## src/rtl/mult_pkg.sv

```systemverilog
// Shared constants and types for the sequential multiplier.
// Build option: MULT_SEQ_SIGNED_EN enables the signed MULT op.
package mult_pkg;

    localparam logic [5:0] MULTU = 6'd25;
    localparam logic [5:0] MULT  = 6'd24;

    typedef enum logic [1:0] {
        ST_IDLE = 2'd0,
        ST_RUN  = 2'd1,
        ST_FIN  = 2'd2
    } state_t;

    // An op code is accepted only if this build implements it.
    function automatic logic op_is_legal(input logic [5:0] sig);
`ifdef MULT_SEQ_SIGNED_EN
        return (sig == MULTU) || (sig == MULT);
`else
        return (sig == MULTU);
`endif
    endfunction

endpackage

```

## src/rtl/mult_add_step.sv

```systemverilog
// Combinational WIDTH-bit adder with carry-out used by each shift-add step.
module mult_add_step #(
    parameter int WIDTH = 32
) (
    input  logic [WIDTH-1:0] a,
    input  logic [WIDTH-1:0] b,
    output logic [WIDTH-1:0] sum,
    output logic             cout
);

    // Widen by one bit so the carry-out is kept.
    assign {cout, sum} = {1'b0, a} + {1'b0, b};

endmodule

```

## src/rtl/mult_seq.sv

```systemverilog
// Sequential shift-add multiplier, one multiplier bit per clock, LSB first.
// Build option: MULT_SEQ_SIGNED_EN adds the signed MULT op (magnitude
// conversion at start, conditional negation at finish).
//
//   state   | meaning
//   --------+-----------------------------------------------------------
//   ST_IDLE | waiting for start with a legal op; operands latched on accept
//   ST_RUN  | one add/shift step per cycle, WIDTH cycles, down-counter
//   ST_FIN  | load dataOut with the product, pulse done, back to idle
module mult_seq
    import mult_pkg::*;
#(
    parameter int WIDTH = 32,
    parameter int CNT_W = $clog2(WIDTH + 1)
) (
    input  logic                 clk,
    input  logic                 reset,
    input  logic                 start,
    input  logic [5:0]           Signal,
    input  logic [WIDTH-1:0]     dataA,
    input  logic [WIDTH-1:0]     dataB,
    output logic                 busy,
    output logic                 done,
    output logic [2*WIDTH-1:0]   dataOut
);

    state_t               state;
    state_t               state_nxt;
    logic [CNT_W-1:0]     cnt;
    logic [2*WIDTH-1:0]   acc;
    logic [WIDTH-1:0]     mcand;
    logic [WIDTH-1:0]     mag_a;
    logic [WIDTH-1:0]     mag_b;
    logic [WIDTH-1:0]     add_b;
    logic [WIDTH-1:0]     step_sum;
    logic                 step_cout;
    logic [2*WIDTH-1:0]   product;
    logic                 accept;

`ifdef MULT_SEQ_SIGNED_EN
    logic                 neg;
    logic                 sign_diff;
`endif

    assign accept = start && op_is_legal(Signal);
    assign busy   = (state != ST_IDLE);

    // Operand preparation at the start sample; signed ops use magnitudes.
    always_comb begin
        mag_a = dataA;
        mag_b = dataB;
`ifdef MULT_SEQ_SIGNED_EN
        sign_diff = 1'b0;
        if (Signal == MULT) begin
            if (dataA[WIDTH-1]) mag_a = -dataA;
            if (dataB[WIDTH-1]) mag_b = -dataB;
            sign_diff = dataA[WIDTH-1] ^ dataB[WIDTH-1];
        end
`endif
    end

    // Add the multiplicand to the upper half only when the current LSB is set.
    assign add_b = acc[0] ? mcand : '0;

    mult_add_step #(.WIDTH(WIDTH)) u_add_step (
        .a    (acc[2*WIDTH-1:WIDTH]),
        .b    (add_b),
        .sum  (step_sum),
        .cout (step_cout)
    );

    // Final product, negated when the original operand signs differed.
`ifdef MULT_SEQ_SIGNED_EN
    assign product = neg ? -acc : acc;
`else
    assign product = acc;
`endif

    // Next-state logic.
    always_comb begin
        state_nxt = state;
        case (state)
            ST_IDLE: if (accept) state_nxt = ST_RUN;
            ST_RUN:  if (cnt == '0) state_nxt = ST_FIN;
            ST_FIN:  state_nxt = ST_IDLE;
            default: state_nxt = ST_IDLE;
        endcase
    end

    // All registered state: FSM, counter, accumulator, operands and outputs.
    always_ff @(posedge clk) begin
        if (reset) begin
            state   <= ST_IDLE;
            cnt     <= '0;
            acc     <= '0;
            mcand   <= '0;
            dataOut <= '0;
            done    <= 1'b0;
`ifdef MULT_SEQ_SIGNED_EN
            neg     <= 1'b0;
`endif
        end else begin
            state <= state_nxt;
            done  <= 1'b0;
            case (state)
                ST_IDLE: begin
                    if (accept) begin
                        mcand <= mag_a;
                        acc   <= {{WIDTH{1'b0}}, mag_b};
                        cnt   <= CNT_W'(WIDTH - 1);
`ifdef MULT_SEQ_SIGNED_EN
                        neg   <= sign_diff;
`endif
                    end
                end
                ST_RUN: begin
                    acc <= {step_cout, step_sum, acc[WIDTH-1:1]};
                    if (cnt != '0) cnt <= cnt - CNT_W'(1);
                end
                ST_FIN: begin
                    dataOut <= product;
                    done    <= 1'b1;
                end
                default: ;
            endcase
        end
    end

endmodule
```

## config.mk

```make
export PLATFORM = sky130hd
export DESIGN_NAME = mult_seq
export DESIGN_NICKNAME = d
export VERILOG_FILES = /design/src/rtl/mult_pkg.sv /design/src/rtl/mult_add_step.sv /design/src/rtl/mult_seq.sv
export SDC_FILE = /design/constraint.sdc
export NUM_CORES = 1
export LEC_CHECK = 0
export ABC_AREA = 0
export ABC_CLOCK_PERIOD_IN_PS = 3200
export BUFFER_PORTS_ARGS = -buffer_cell sky130_fd_sc_hd__clkbuf_2
export CORE_ASPECT_RATIO = 0.9
export CORE_MARGIN = 5
export CORE_UTILIZATION = 56
export DETAILED_ROUTE_END_ITERATION = 10
export GPL_TIMING_DRIVEN = 0
export PLACE_DENSITY = 0.76
export SYNTH_ARGS = -nofsm -noshare
export SYNTH_HDL_FRONTEND = slang
export SYNTH_SLANG_ARGS = --single-unit
```

## constraint.sdc

```tcl
create_clock -name clk -period 3.2 [get_ports clk]
set_input_delay 0.16 -clock clk [delete_from_list [all_inputs] [get_ports clk]]
set_output_delay 0.16 -clock clk [all_outputs]
set_load 0.02 [all_outputs]
```

After elaboration in Yosys (flattened, before gate mapping)

Index checks and enable logic that the tools add are counted.

Add/sub/neg operators: 2
Equal/unequal tests: 6
Mux-type cells: 10
Reductions and logical operators: 10

Operator list:

| operator                                            | count |
|---|---|
| case mux 64 bit (2 select lines)                    | 1 |
| 2-to-1 mux 64 bit                                   | 1 |
| adder 32 x 32 -> 33 bit                             | 1 |
| 2-to-1 mux 32 bit                                   | 1 |
| 2-to-1 mux 6 bit                                    | 2 |
| case mux 6 bit (2 select lines)                     | 1 |
| equality test 6 x 5 -> 1 bit, second input constant | 1 |
| logical NOT 6 bit                                   | 1 |
| != test 2 bit, second input constant                | 3 |
| AND reduction 2 bit                                 | 3 |
| nonzero test 6 bit                                  | 1 |
| subtractor 6 x 1 -> 6 bit, second input constant    | 1 |
| 2-to-1 mux 2 bit                                    | 2 |
| case mux 2 bit (2 select lines)                     | 1 |
| nonzero test 2 bit                                  | 2 |
| AND reduction 3 bit                                 | 1 |
| equality test 2 x 1 -> 1 bit, second input constant | 1 |
| equality test 2 bit, second input constant          | 1 |
| logical NOT 2 bit                                   | 1 |
| logical AND 1 bit                                   | 1 |
| 2-to-1 mux 1 bit                                    | 1 |

Output and inout port bits: 66
Register bits: 169
Logic and storage cells: 34
Input bits: 73

Longest topological paths before layout

Word-level depth: 4
Mapped depth: 13
Depth with buffers taken out: 12

Cells and area by module

From an unflattened synthesis, not the netlist that was laid out.

Cells, all modules: 1031
Area total of the unflattened synthesis: 8186.6 um^2

By module, submodules not included:

| module        | area an instance (um^2) | cells each | seq. area each (um^2) | times used |
|---|---|---|---|---|
| mult_seq      | 6284.8                  | 757        | 3383.2                | 1 |
| mult_add_step | 1901.8                  | 274        | 0.0                   | 1 |

Worst setup path after synthesis

No wires, ideal clock.

Path type: register -> register
Start: reg acc[0]
End: reg acc[59]
Buffers on the path: 1
Arrival: 2807 ps
Clock period less this slack: 2881 ps
Path slack: 319 ps
Setup time: 74 ps
Data required time: 3126 ps
Cell stages (with the launch flop): 14
Cells stage by stage: dfxtp_1 -> clkbuf_1 -> and2_1 -> ha_1 -> inv_1 -> fa_1 -> nor2b_1 -> o211a_1 -> o21ai_1 -> o311ai_1 -> a31oi_1 -> nor3b_1 -> a221oi_1 -> o21ai_0

Cells in the longest elaborated chain, start to end: 3

RTL lines:

| what                             | RTL line            | text |
|---|---|---|
| from (decl)                      | mult_seq.sv:30      | `logic [2*WIDTH-1:0] acc;` |
| from (signal assigned)           | mult_seq.sv:109     | `acc <= {{WIDTH{1'b0}}, mag_b};` |
| from (signal assigned)           | mult_seq.sv:117     | `acc <= {step_cout, step_sum, acc[WIDTH-1:1]};` |
| 2-to-1 mux 32 bit                | mult_seq.sv:63      | `assign add_b = acc[0] ? mcand : '0;` |
| adder 32 x 32 -> 33 bit          | mult_add_step.sv:12 | `assign {cout, sum} = {1'b0, a} + {1'b0, b};` |
| case mux 64 bit (2 select lines) | mult_seq.sv:105     | `case (state)` |

No other way between the ends.
A chain may end at the register's enable or synchronous reset.

Final worst setup path

Start: reg acc[0]
End: reg acc[51]

The elaborated chain is that of the path after synthesis.

==> impl_metrics.py <==
metrics = {
    "synthesis": {
        "ys_warn_count": 0,
        "synthMuxAreaShare": 0.001246,
        "synth_most_common_cell": "nand2_1",
        "synth_largest_type_area_fraction": 0.4210,
        "syn_nets": 1159,
        "synth_edf_count": 0,
        "synthCells": 1051,
        "postSynthAreaPerCell_um2": 7.646,
        "syn-cell-area_um2": 8036,
        "ys_ff_latch": 169,
        "synth_fa_ha_area_frac": 0.05543,
        "synth_compound_gate_area_share": 0.2052,
        "synth-async-reset-ratio": 0,
        "synth_top_family_by_area": "simple AND/OR/NAND/NOR gates",
        "synth_xor_area_frac": 0.03052,
        "yosysSeqAreaShare": 0.4210,
        "ys.flop_type": "dfxtp_1",
        "synthTopCellsByArea": "dfxtp_1 (42%), nand2_1 (14%), a21oi_1 (8.5%)",
        "yosysTopAreaCell": "dfxtp_1",
        "synth.distinct_cells": 53,
        "netlist_top_cells_count": "nand2_1 (305), dfxtp_1 (169), a21oi_1 (137), clkbuf_1 (63), nor2_1 (60)",
        "synth-simple-area-share": 0.2452,
    },
    "floorplan": {
        "initial_core_util": 0.5717,
        "die-area_um2": 16850,
        "fp.dieH_um": 123.6,
        "io_pins": 139,
        "rows": 41,
        "core_um2": 14060,
        "fp.dieW_um": 136.3,
    },
    "global_routing": {
        "grt_pass1_wl_um": 36710,
        "grt_overflow_total": 0,
        "grt_pass1_vias": 7523,
        "antenna_found_initial": 0,
        "grt_use_met2": 0.4375,
        "grt_use_met1": 0.3813,
        "grt_max_degree": 17,
        "grt_use_met3": 0.04685,
        "gr-usage-all-layers": 0.2728,
        "grt-busiest-layer": "met2",
    },
    "pwr": {
        "peakVddDrop_v": 0.0003816,
        "p_per_area_nw_per_um2": 429.4,
        "p_leak_nw": 4.158,
    },
    "clock_tree": {
        "cts_root_buf": "clkbuf_16",
        "clk_latency_ns": 0.43,
        "cts.reportedPaths.clkPinSlew_ns": 0.07,
        "cts_sinks": 169,
        "cts_tree": "built",
        "ctsLongestPathBuffers": 2,
        "cts_buffers": 17,
        "h-tree-depth": 4,
    },
    "drt": {
        "via_count": 8245,
        "drt_iter0_markers": 741,
        "dr.pass1.iters": 7,
        "routedWlPerCell_um": 15.95,
        "drcViolationCount": 0,
        "ant_nets": 0,
        "via_per_inst": 5.613,
        "routed_wl_um": 23430,
    },
    "timing": {
        "min_period_ns": 3.035,
        "worstMarginPinSlew_ns": 0.7473,
        "final.setup_skew_ns": 0.007713,
        "maxSlewViolCount": 0,
        "finalHoldViolations": 0,
        "fin_crit_sh": 0.9485,
        "finalSetupTns_ns": 0,
        "rsz0062_at_grt": "true",
        "fmax_mhz": 329.5,
        "holdWs_ns": 0.003734,
        "setup_violations": 0,
        "final.setup.worst_slack_ns": 0.1648,
        "relSlewSlack": 0.5018,
    },
    "placed_design": {
        "gp_congestion": 0.9746,
        "port_buffers": 138,
        "hpwlAfterDp_um": 16490,
        "post-place-ws_ns": -0.4698,
    },
    "worst_setup_path": {
        "crit_chain": "clkbuf_4 -> and2_1 -> ha_1 -> inv_1 -> fa_1 -> nor2b_2 -> o211a_1 -> o21ai_1 -> o311ai_4 -> buf_4 -> nand2_1 -> nand2_1 -> xnor2_1 -> o21ai_0",
        "critPathCaptureType": "flop",
        "critPathMaxStageDelay_ns": 0.40,
        "cp-start-kind": "flop",
        "cp.buffers_inverters": 3,
        "path_class": "flop to flop",
        "crit_family": "compound AO/OA/AOI/OAI gates",
        "crit_slowest_cell": "dfxtp_2",
        "cp_max_fo": 10,
        "arrival_ns": 3.32,
        "crit_top_cell": "nand2_1",
        "required_ns": 3.49,
    },
    "final_layout": {
        "area_growth_pct": 26.56,
        "nets": 1371,
        "num_antenna_cells": 0,
        "drive_above_1_share": 0.1481,
        "final_util": 0.7236,
    },
    "status": {
        "outcome": "finished, final reports clean",
    },
    "flow_run": {
        "drv_cap": 0,
    },
    "worst_hold_path": {
        "hp-class": "input port to flop",
    },
}
-- stage by stage --
stage	power [mW]	instances	cell area, um2
2_1_floorplan	2.205	1051	8036
3_3_place_gp	2.276	1382	8969
3_5_place_dp	2.277	1382	8969
4_1_cts	4.365	1468	10130
5_1_grt	4.469	1469	10170
6_report	4.367	1469	10170
-- registers in the layout, summed over array words and instances, names as in the netlist --
name     cells
cnt          6
mcand       32
acc         64
state        2
done         1
dataOut     64
-- worst register-to-register path, stage by stage, from the launching register on --
cell      delay, ns
dfxtp_2        0.40
clkbuf_4       0.23
and2_1         0.14
ha_1           0.20
inv_1          0.07
fa_1           0.39
nor2b_2        0.17
o211a_1        0.21
o21ai_1        0.12
o311ai_4       0.36
buf_4          0.19
nand2_1        0.06
nand2_1        0.10
xnor2_1        0.14
o21ai_0        0.11
-- kinds of logic (layout without fill, tap and decap cells) --
kind of cell,count (synthesis),count (layout)
compound gates,271,271
flops,169,169
xor+xnor,28,28
fa+ha+maj,35,35
buf+inv,87,312
mux,1,1
simple gates,460,460
-- report_power, final --
group / total, mW / internal (mW) / switching [mW]
clock: 2.08 / 1.22 / 0.862
sequential: 2.11 / 2.11 / 0.00436
combinational: 0.174 / 0.0879 / 0.0861
-- path summary, 6_finish.rpt --
kind                            startpoint        end  slack [ns]  cells after the start
worst max-delay path                acc[0]    acc[51]        0.16                     14
worst min-delay path             dataB[29]    acc[29]       0.004                      3
worst max register to register      acc[0]    acc[51]        0.16                     14
worst min register to register   mcand[13]  mcand[13]        0.45                      2
-- layout make-up --
type                       count  area (um2)
clock inverter                 9       115.1
tap                          193       241.5
fill                        1173        3885
timing repair buffer         194        1246
inverter                      12       45.04
clock buffer                  23       478.0
buffer                        74       289.0
sequential                   169        3385
multi-input combinational    795        4372
-- timing repair --
action	CTS	global route
pin swaps	0	2
hold buffers	54	0
buffers inserted	0	2
gates resized for setup	6	8
gates cloned	0	0
setup endpoints to repair	13	10
endpoints found under the hold margin	54	0
-- cell usage in the layout, fill, tap and decap left out, types with 31 or more instances in the layout --
master,count
a311oi_1,32
and2_1,31
nor2_1,60
nand2_1,305
clkbuf_1,63
dlygate4sd3_1,54
a21oi_1,134
dfxtp_1,168
o21ai_0,34
ha_1,34
clkbuf_2,139
-- layer usage --
| metal | wire length (um) | part of all wire |
|---|---|---|
| met3 | 1449 | 0.062 |
| met2 | 10830 | 0.46 |
| met1 | 10720 | 0.46 |
| met5 | 0 | 0 |
| met4 | 431 | 0.018 |
No activity file was read; power rests on OpenSTA's default activity.
